**config.mk**
```make
export PLATFORM = sky130hd
export DESIGN_NAME = ex_bitfield_sched
export DESIGN_NICKNAME = d
export VERILOG_FILES = /design/src/rtl/ex_bitfield_sched.sv
export SDC_FILE = /design/constraint.sdc
export NUM_CORES = 1
export LEC_CHECK = 0
export CAP_MARGIN = 20
export CELL_PAD_IN_SITES_DETAIL_PLACEMENT = 0
export CELL_PAD_IN_SITES_GLOBAL_PLACEMENT = 1
export CORE_MARGIN = 2
export CORE_UTILIZATION = 45
export CTS_CLUSTER_SIZE = 10
export DETAILED_ROUTE_END_ITERATION = 8
export DONT_BUFFER_PORTS = 1
export PLACE_DENSITY = 0.78
export SETUP_SLACK_MARGIN = 0.2
export SLEW_MARGIN = 20
export SYNTH_ARGS = -nofsm -noshare
export SYNTH_HDL_FRONTEND = slang
export SYNTH_SLANG_ARGS = --single-unit
```
**constraint.sdc**
```tcl
create_clock -name clk -period 5 [get_ports clk]
set_clock_uncertainty 0.05 [all_clocks]
set_input_delay 0.5 -clock clk [delete_from_list [all_inputs] [get_ports clk]]
set_output_delay 0.5 -clock clk [all_outputs]
set_load 0.1 [all_outputs]
```
**src/rtl/ex_bitfield_sched.sv**
```systemverilog
// Two-requester scheduler for a shared EXT/INS bitfield unit.
// Each issue pipe owns a holding register (captured request) and a result
// register (held response). At most one waiting pipe is granted the unit per
// cycle; contested grants alternate via a round-robin pointer.
module ex_bitfield_sched #(
    parameter int TAG_W = 4
) (
    input  logic             clk,
    input  logic             rst_n,
    input  logic             flush,
    input  logic             req0_valid,
    output logic             req0_ready,
    input  logic             req0_is_ins,
    input  logic [31:0]      req0_inst,
    input  logic [31:0]      req0_rs,
    input  logic [31:0]      req0_rt,
    input  logic [TAG_W-1:0] req0_tag,
    input  logic             req1_valid,
    output logic             req1_ready,
    input  logic             req1_is_ins,
    input  logic [31:0]      req1_inst,
    input  logic [31:0]      req1_rs,
    input  logic [31:0]      req1_rt,
    input  logic [TAG_W-1:0] req1_tag,
    output logic             resp0_valid,
    input  logic             resp0_ready,
    output logic [31:0]      resp0_data,
    output logic [TAG_W-1:0] resp0_tag,
    output logic             resp1_valid,
    input  logic             resp1_ready,
    output logic [31:0]      resp1_data,
    output logic [TAG_W-1:0] resp1_tag,
    output logic             bf_is_ins,
    output logic [31:0]      bf_inst,
    output logic [31:0]      bf_in1,
    output logic [31:0]      bf_in2,
    input  logic [31:0]      bf_result,
    output logic [15:0]      conflict_cnt
);

    typedef enum logic [1:0] {
        ST_IDLE = 2'd0,
        ST_WAIT = 2'd1,
        ST_DONE = 2'd2
    } state_t;

    state_t           state_r   [2];
    state_t           state_nxt [2];

    logic             hold_is_ins_r [2];
    logic [31:0]      hold_inst_r   [2];
    logic [31:0]      hold_rs_r     [2];
    logic [31:0]      hold_rt_r     [2];
    logic [TAG_W-1:0] hold_tag_r    [2];
    logic [31:0]      res_data_r    [2];
    logic [TAG_W-1:0] res_tag_r     [2];

    logic             ptr_r;
    logic [15:0]      cnt_r;

    logic [1:0]       req_valid;
    logic [1:0]       resp_ready;
    logic [1:0]       ready_s;
    logic [1:0]       accept_s;
    logic [1:0]       waiting_s;
    logic [1:0]       grant_s;
    logic             both_wait_s;

    logic             in_is_ins [2];
    logic [31:0]      in_inst   [2];
    logic [31:0]      in_rs     [2];
    logic [31:0]      in_rt     [2];
    logic [TAG_W-1:0] in_tag    [2];

    assign req_valid  = {req1_valid, req0_valid};
    assign resp_ready = {resp1_ready, resp0_ready};
    assign in_is_ins[0] = req0_is_ins;
    assign in_is_ins[1] = req1_is_ins;
    assign in_inst[0]   = req0_inst;
    assign in_inst[1]   = req1_inst;
    assign in_rs[0]     = req0_rs;
    assign in_rs[1]     = req1_rs;
    assign in_rt[0]     = req0_rt;
    assign in_rt[1]     = req1_rt;
    assign in_tag[0]    = req0_tag;
    assign in_tag[1]    = req1_tag;

    // Handshake readiness, waiting flags and the single-winner grant.
    // Flush and reset both suppress acceptance and grants.
    always_comb begin
        ready_s     = 2'b00;
        waiting_s   = 2'b00;
        grant_s     = 2'b00;
        for (int i = 0; i < 2; i++) begin
            ready_s[i]   = ((state_r[i] == ST_IDLE) ||
                            ((state_r[i] == ST_DONE) && resp_ready[i])) &&
                           !flush && rst_n;
            waiting_s[i] = (state_r[i] == ST_WAIT);
        end
        both_wait_s = waiting_s[0] && waiting_s[1];
        if (!rst_n || flush) begin
            grant_s = 2'b00;
        end else if (both_wait_s) begin
            grant_s = ptr_r ? 2'b10 : 2'b01;
        end else begin
            grant_s = waiting_s;
        end
        accept_s = req_valid & ready_s;
    end

    // Shared-unit operand mux: granted pipe's holding register, else zero.
    always_comb begin
        bf_is_ins = 1'b0;
        bf_inst   = 32'd0;
        bf_in1    = 32'd0;
        bf_in2    = 32'd0;
        if (grant_s[0]) begin
            bf_is_ins = hold_is_ins_r[0];
            bf_inst   = hold_inst_r[0];
            bf_in1    = hold_rs_r[0];
            bf_in2    = hold_rt_r[0];
        end else if (grant_s[1]) begin
            bf_is_ins = hold_is_ins_r[1];
            bf_inst   = hold_inst_r[1];
            bf_in1    = hold_rs_r[1];
            bf_in2    = hold_rt_r[1];
        end else begin
            bf_is_ins = 1'b0;
        end
    end

    // Per-pipe next-state logic: IDLE -> WAIT on accept, WAIT -> DONE on
    // grant, DONE drains on response handshake (back-to-back accept allowed).
    always_comb begin
        for (int i = 0; i < 2; i++) begin
            state_nxt[i] = state_r[i];
            if (flush) begin
                state_nxt[i] = ST_IDLE;
            end else begin
                case (state_r[i])
                    ST_IDLE: begin
                        if (accept_s[i]) state_nxt[i] = ST_WAIT;
                        else             state_nxt[i] = ST_IDLE;
                    end
                    ST_WAIT: begin
                        if (grant_s[i]) state_nxt[i] = ST_DONE;
                        else            state_nxt[i] = ST_WAIT;
                    end
                    ST_DONE: begin
                        if (resp_ready[i]) state_nxt[i] = accept_s[i] ? ST_WAIT : ST_IDLE;
                        else               state_nxt[i] = ST_DONE;
                    end
                    default: state_nxt[i] = ST_IDLE;
                endcase
            end
        end
    end

    // State, holding/result registers, round-robin pointer and conflict counter.
    always_ff @(posedge clk) begin
        if (!rst_n) begin
            for (int i = 0; i < 2; i++) begin
                state_r[i]       <= ST_IDLE;
                hold_is_ins_r[i] <= 1'b0;
                hold_inst_r[i]   <= 32'd0;
                hold_rs_r[i]     <= 32'd0;
                hold_rt_r[i]     <= 32'd0;
                hold_tag_r[i]    <= '0;
                res_data_r[i]    <= 32'd0;
                res_tag_r[i]     <= '0;
            end
            ptr_r <= 1'b0;
            cnt_r <= 16'd0;
        end else begin
            for (int i = 0; i < 2; i++) begin
                state_r[i] <= state_nxt[i];
                if (accept_s[i]) begin
                    hold_is_ins_r[i] <= in_is_ins[i];
                    hold_inst_r[i]   <= in_inst[i];
                    hold_rs_r[i]     <= in_rs[i];
                    hold_rt_r[i]     <= in_rt[i];
                    hold_tag_r[i]    <= in_tag[i];
                end
                if (grant_s[i]) begin
                    res_data_r[i] <= bf_result;
                    res_tag_r[i]  <= hold_tag_r[i];
                end
            end
            if (!flush && both_wait_s) begin
                ptr_r <= ~ptr_r;
                if (cnt_r != 16'hFFFF) cnt_r <= cnt_r + 16'd1;
            end
        end
    end

    assign req0_ready   = ready_s[0];
    assign req1_ready   = ready_s[1];
    assign resp0_valid  = (state_r[0] == ST_DONE);
    assign resp1_valid  = (state_r[1] == ST_DONE);
    assign resp0_data   = res_data_r[0];
    assign resp1_data   = res_data_r[1];
    assign resp0_tag    = res_tag_r[0];
    assign resp1_tag    = res_tag_r[1];
    assign conflict_cnt = cnt_r;

endmodule

```
# Word-level counts from Yosys, hierarchy flattened
# Memory sizes are Yosys's and may differ from the RTL's.
# Index checks and enable logic that the tools add are counted.
[op_classes]
n_addsub = 1
multipliers = 0
div = 0
n_lt_le_gt_ge = 0
n_eq_ne = 5
n_shift = 0
mux = 51
bitwise = 18
n_reduce_logical = 16
[ops]
columns = ["cell", "count"]
rows = [
  ["$mux W32", 14],
  ["$mux W2", 11],
  ["$mux W1", 20],
  ["$add A16 B1 Y16 const B", 1],
  ["$mux W4", 4],
  ["$ne A16 B16 Y1 const B", 1],
  ["$or A1 B1 Y1", 16],
  ["$pmux W2 S3", 2],
  ["$logic_and A1 B1 Y1", 8],
  ["$eq A2 B1 Y1 const B", 2],
  ["$eq A2 B2 Y1 const B", 2],
  ["$logic_not A2 Y1", 2],
  ["$logic_or A1 B1 Y1", 3],
  ["$and A2 B2 Y2", 1],
  ["$logic_not A1 Y1", 2],
  ["$reduce_and A2 Y1", 1],
  ["$not A1 Y1", 1],
]
[word_totals]
register_bits = 17
latchBits = 0
ramBits = 278
romBits = 0
input_bits = 241
elab_cells = 101
n_memories = 8
[mem_list]
columns = ["name", "depth", "word_bits", "rd", "rd_ports_with_merged_regs", "write_ports", "line_no", "source"]
rows = [
  ["hold_inst_r", 2, 32, 2, 0, 2, "51", "logic [31:0] hold_inst_r [2];"],
  ["hold_rs_r", 2, 32, 2, 0, 2, "52", "logic [31:0] hold_rs_r [2];"],
  ["hold_rt_r", 2, 32, 2, 0, 2, "53", "logic [31:0] hold_rt_r [2];"],
  ["res_data_r", 2, 32, 2, 0, 2, "55", "logic [31:0] res_data_r [2];"],
  ["hold_tag_r", 2, 4, 2, 0, 2, "54", "logic [TAG_W-1:0] hold_tag_r [2];"],
  ["res_tag_r", 2, 4, 2, 0, 2, "56", "logic [TAG_W-1:0] res_tag_r [2];"],
  ["2 more memories", "n/a", "n/a", "n/a", "n/a", "n/a", "n/a", ""],
]

# Longest topological paths before layout
[depth]
ltp_word = 11
depth_mapped = 7
mapped_depth_nobuf = 5

# Worst setup path before layout
# Ideal clock, no wire load.
[synth_path]
path_type = "input to register"
start = "in flush"
end = "mem hold_inst_r[0][0], enable pin"
setup_ns = 0.463
arrival_time_ns = 5.481
t_required_ns = 4.487
slack_ns = -0.994
stages = 5
cell_sequence = "nand2b_1 clkbuf_1 nor3_1 nand2_1 nand2_1"
[synth_lines]
columns = ["item", "line_no", "source"]
rows = [
  ["start: declaration", "10", "input logic flush,"],
  ["end: declaration", "51", ""],
]

==> metrics <==
run status=complete, no violations; Clock Pin Slew Worst Setup and Hold Paths=0.06 ns; DRT antenna net count=0; Hold Startpoint=rst_n; CP Max Fanout=97; Max Clock Freq=270 MHz; Synth cell types=40; reg2reg path depth=4; number of global-route vias before repair=6725; final-stage net count=1046; unrepaired setup endpoints after global routing=false; setup ws final=1.30 ns; CP Data Arrival Time=3.15 ns; layout cell share with drive strength beyond 1=0.0923; first-pass GRT wire length=41.6 mm; H-tree level count=2; Synth Instances=800; reg2reg setup slack=2.11 ns; CTS Hold Bufs=0; LEAKAGE=4.61 nW; CP Capture Type=output pin; fin crit period=3.70 ns; Yosys Warn Count=0; commonest non-fill, non-tap cell in the layout=edfxtp_1; asr flop ratio synth=0; Via density=5.78; syn_nets=1042; Register Area=8650 µm²; critical path class=flop to output pin; first drt pass iteration count=5; root buffer cell=clkbuf_16; Min-Delay Path Class=input pin to flop; core area=around 26000 µm²; CTS Buf Count=36; slew margin rel.=0.226; Final Max Tran Viols=0; Hold Path Depth=1; PortBufs=0; total track usage=0.197; total detailed-routing wirelength=28.5 mm; Peak VDD IR=about 0.40 mV; number of buffers added for setup after CTS=0; sequential fraction of the synthesis area=0.725; Die W=167 µm; Setup TNS=0 ns; Power Density=413 nW/µm²; I/O Pins=430; Worst-Margin Slew=1.16 ns; Post-synth EDFFs=274; synthesized area=11900 µm²; total grt overflow=0; Tcrit/Tclk final=0.741; Worst setup SP type=flop; largest net degree at the start of global routing=just under 100; Area growth, synth to finish=12.9%; DP Worst Slack=1.77 ns; gpl congestion=0.840; most frequent cells in the layout=edfxtp_1 (274), nor2b_1 (205), a22o_1 (97); area occupied by multi-input gates=3140 µm²; Starting Density=0.458; Main synth FF type=edfxtp_1; Worst Hold End=conflict_cnt[12]$_SDFFE_PN0P_; CTS tree=built; Final Setup Violations=0; Die Footprint=27800 µm²; cts repair resizes=0; via count=approximately 6700; Filler cells=2120; Max Cap Viol=0; placement row count=59; die height=167 µm; syn_area_per_cell=14.9 µm²; Routed wire per std cell=24.6 µm; clk_lat worst skew=0.50 ns; drt initial violations=555; CTS max path bufs=3; final hold vios=0; FF+latch count, synth=295; worst r2r src=conflict_cnt[4]$_SDFFE_PN0P_; Sink Count=295; FF-to-FF End=conflict_cnt[9]$_SDFFE_PN0P_; Worst EP required=4.45 ns; initial antenna violation count=10; DRC violations left=0; dpl hpwl=19.9 mm
## per-layer routing
metal | track usage | routed length [µm] | vias up
met5 | 0 | 0 | -
met1 | 0.217 | 9970 | 3244
met4 | 0.0686 | 946 | 0
met2 | 0.347 | 14600 | 384
li1 | - | - | 2990
met3 | 0.0784 | 2930 | 66
## flip-flops by register name, indices dropped and copies added, names as in the netlist
name / flops
hold_rt_r: 64
ptr_r: 1
hold_tag_r: 8
conflict_cnt: 16
hold_inst_r: 64
state_r: 4
hold_rs_r: 64
res_tag_r: 8
hold_is_ins_r: 2
res_data_r: 64
## power by group
part	total, mW	leakage, nW	internal (mW)	switching (mW)
clock network	2.21	0.474	1.32	0.887
logic	0.243	1.13	0.0675	0.175
registers	3.11	3.01	2.87	0.234
total	5.56	4.61	4.26	1.30
## cell type report
| class | count | share of cell area |
|---|---|---|
| antenna | 9 | 0.00167 |
| multi-input combinational | 449 | 0.233 |
| sequential | 295 | 0.642 |
| clock buffer | 45 | 0.0709 |
| tap | 335 | 0.0311 |
| clock inverter | 2 | 0.00102 |
| timing repair buffer | 19 | 0.0193 |
| inverter | 3 | 0.000836 |
## how the worst max path moves through the flow
stage | start | depth (start not counted) | slack (ns) | endpoint
6_report | state_r[0][2]$_SDFF_PP0_ | 5 | 1.30 | bf_in1[30]
5_1_grt | state_r[0][2]$_SDFF_PP0_ | 5 | 1.08 | bf_in2[13]
4_1_cts | state_r[0][2]$_SDFF_PP0_ | 5 | 1.29 | bf_in2[13]
3_5_place_dp | flush | 4 | 1.77 | bf_in2[13]
3_3_place_gp | flush | 4 | 1.79 | bf_in2[13]
2_1_floorplan | flush | 5 | 0.92 | hold_inst_r[0][0]$_SDFFCE_PN0P_
## worst max-delay path, cell delays in order (launching register included)
cell	delay, ns
dfxtp_1	0.46
nor2b_1	0.30
o21ai_0	0.35
nor2_4	0.20
buf_12	0.32
a22o_1	0.87
## cell usage after synthesis, types with 2 or more instances
cell,instances,area [µm²]
a21oi_1,15,75.1
nor4_1,4,25.0
inv_1,3,11.3
and3_1,3,18.8
a22o_1,97,850
o31ai_1,8,60.1
and4_1,2,17.5
or4_1,8,60.1
nand3_1,3,15.0
nor2b_1,207,1290
o21ai_0,6,30.0
nor2_1,5,18.8
a221oi_1,2,17.5
or2_2,2,12.5
or3b_2,2,17.5
or3_1,2,12.5
and2_1,40,250
dfxtp_1,21,420
nand2b_1,8,50.1
edfxtp_1,274,8230
nand2_1,10,37.5
buf_2,10,50.1
nand4_1,7,43.8
clkbuf_1,36,135
o41ai_1,3,26.3
buf_1,6,22.5
nor3_1,3,15.0
## kinds of logic (layout without fill, tap and decap cells)
| kind of cell | Yosys count | count (layout) | share of synthesized area |
|---|---|---|---|
| XOR/XNOR | 1 | 1 | 0.000734 |
| other | 0 | 9 | 0 |
| buffers and inverters | 56 | 69 | 0.0188 |
| AO/OA/AOI/OAI | 137 | 137 | 0.0931 |
| flip-flops | 295 | 295 | 0.725 |
| adder cells (fa/ha/maj) | 1 | 1 | 0.00105 |
| multiplexers | 1 | 1 | 0.000839 |
| AND/OR/NAND/NOR | 309 | 309 | 0.161 |
## per-stage QoR
step / hold WS, ns / util / power (mW) / cell area (µm²) / instances
after floorplan: 0.418 / - / 3.32 / 11900 / 800
after global placement: 0.461 / 0.477 / 3.40 / 12400 / 1098
after detailed placement: 0.455 / 0.478 / 3.41 / 12400 / 1099
after CTS: 0.0526 / 0.515 / 5.62 / 13400 / 1146
after global routing: 0.0573 / 0.517 / 5.75 / 13500 / 1154
final: 0.0698 / 0.517 / 5.56 / 13500 / 1157
No activity file was read; power rests on OpenSTA's default activity.
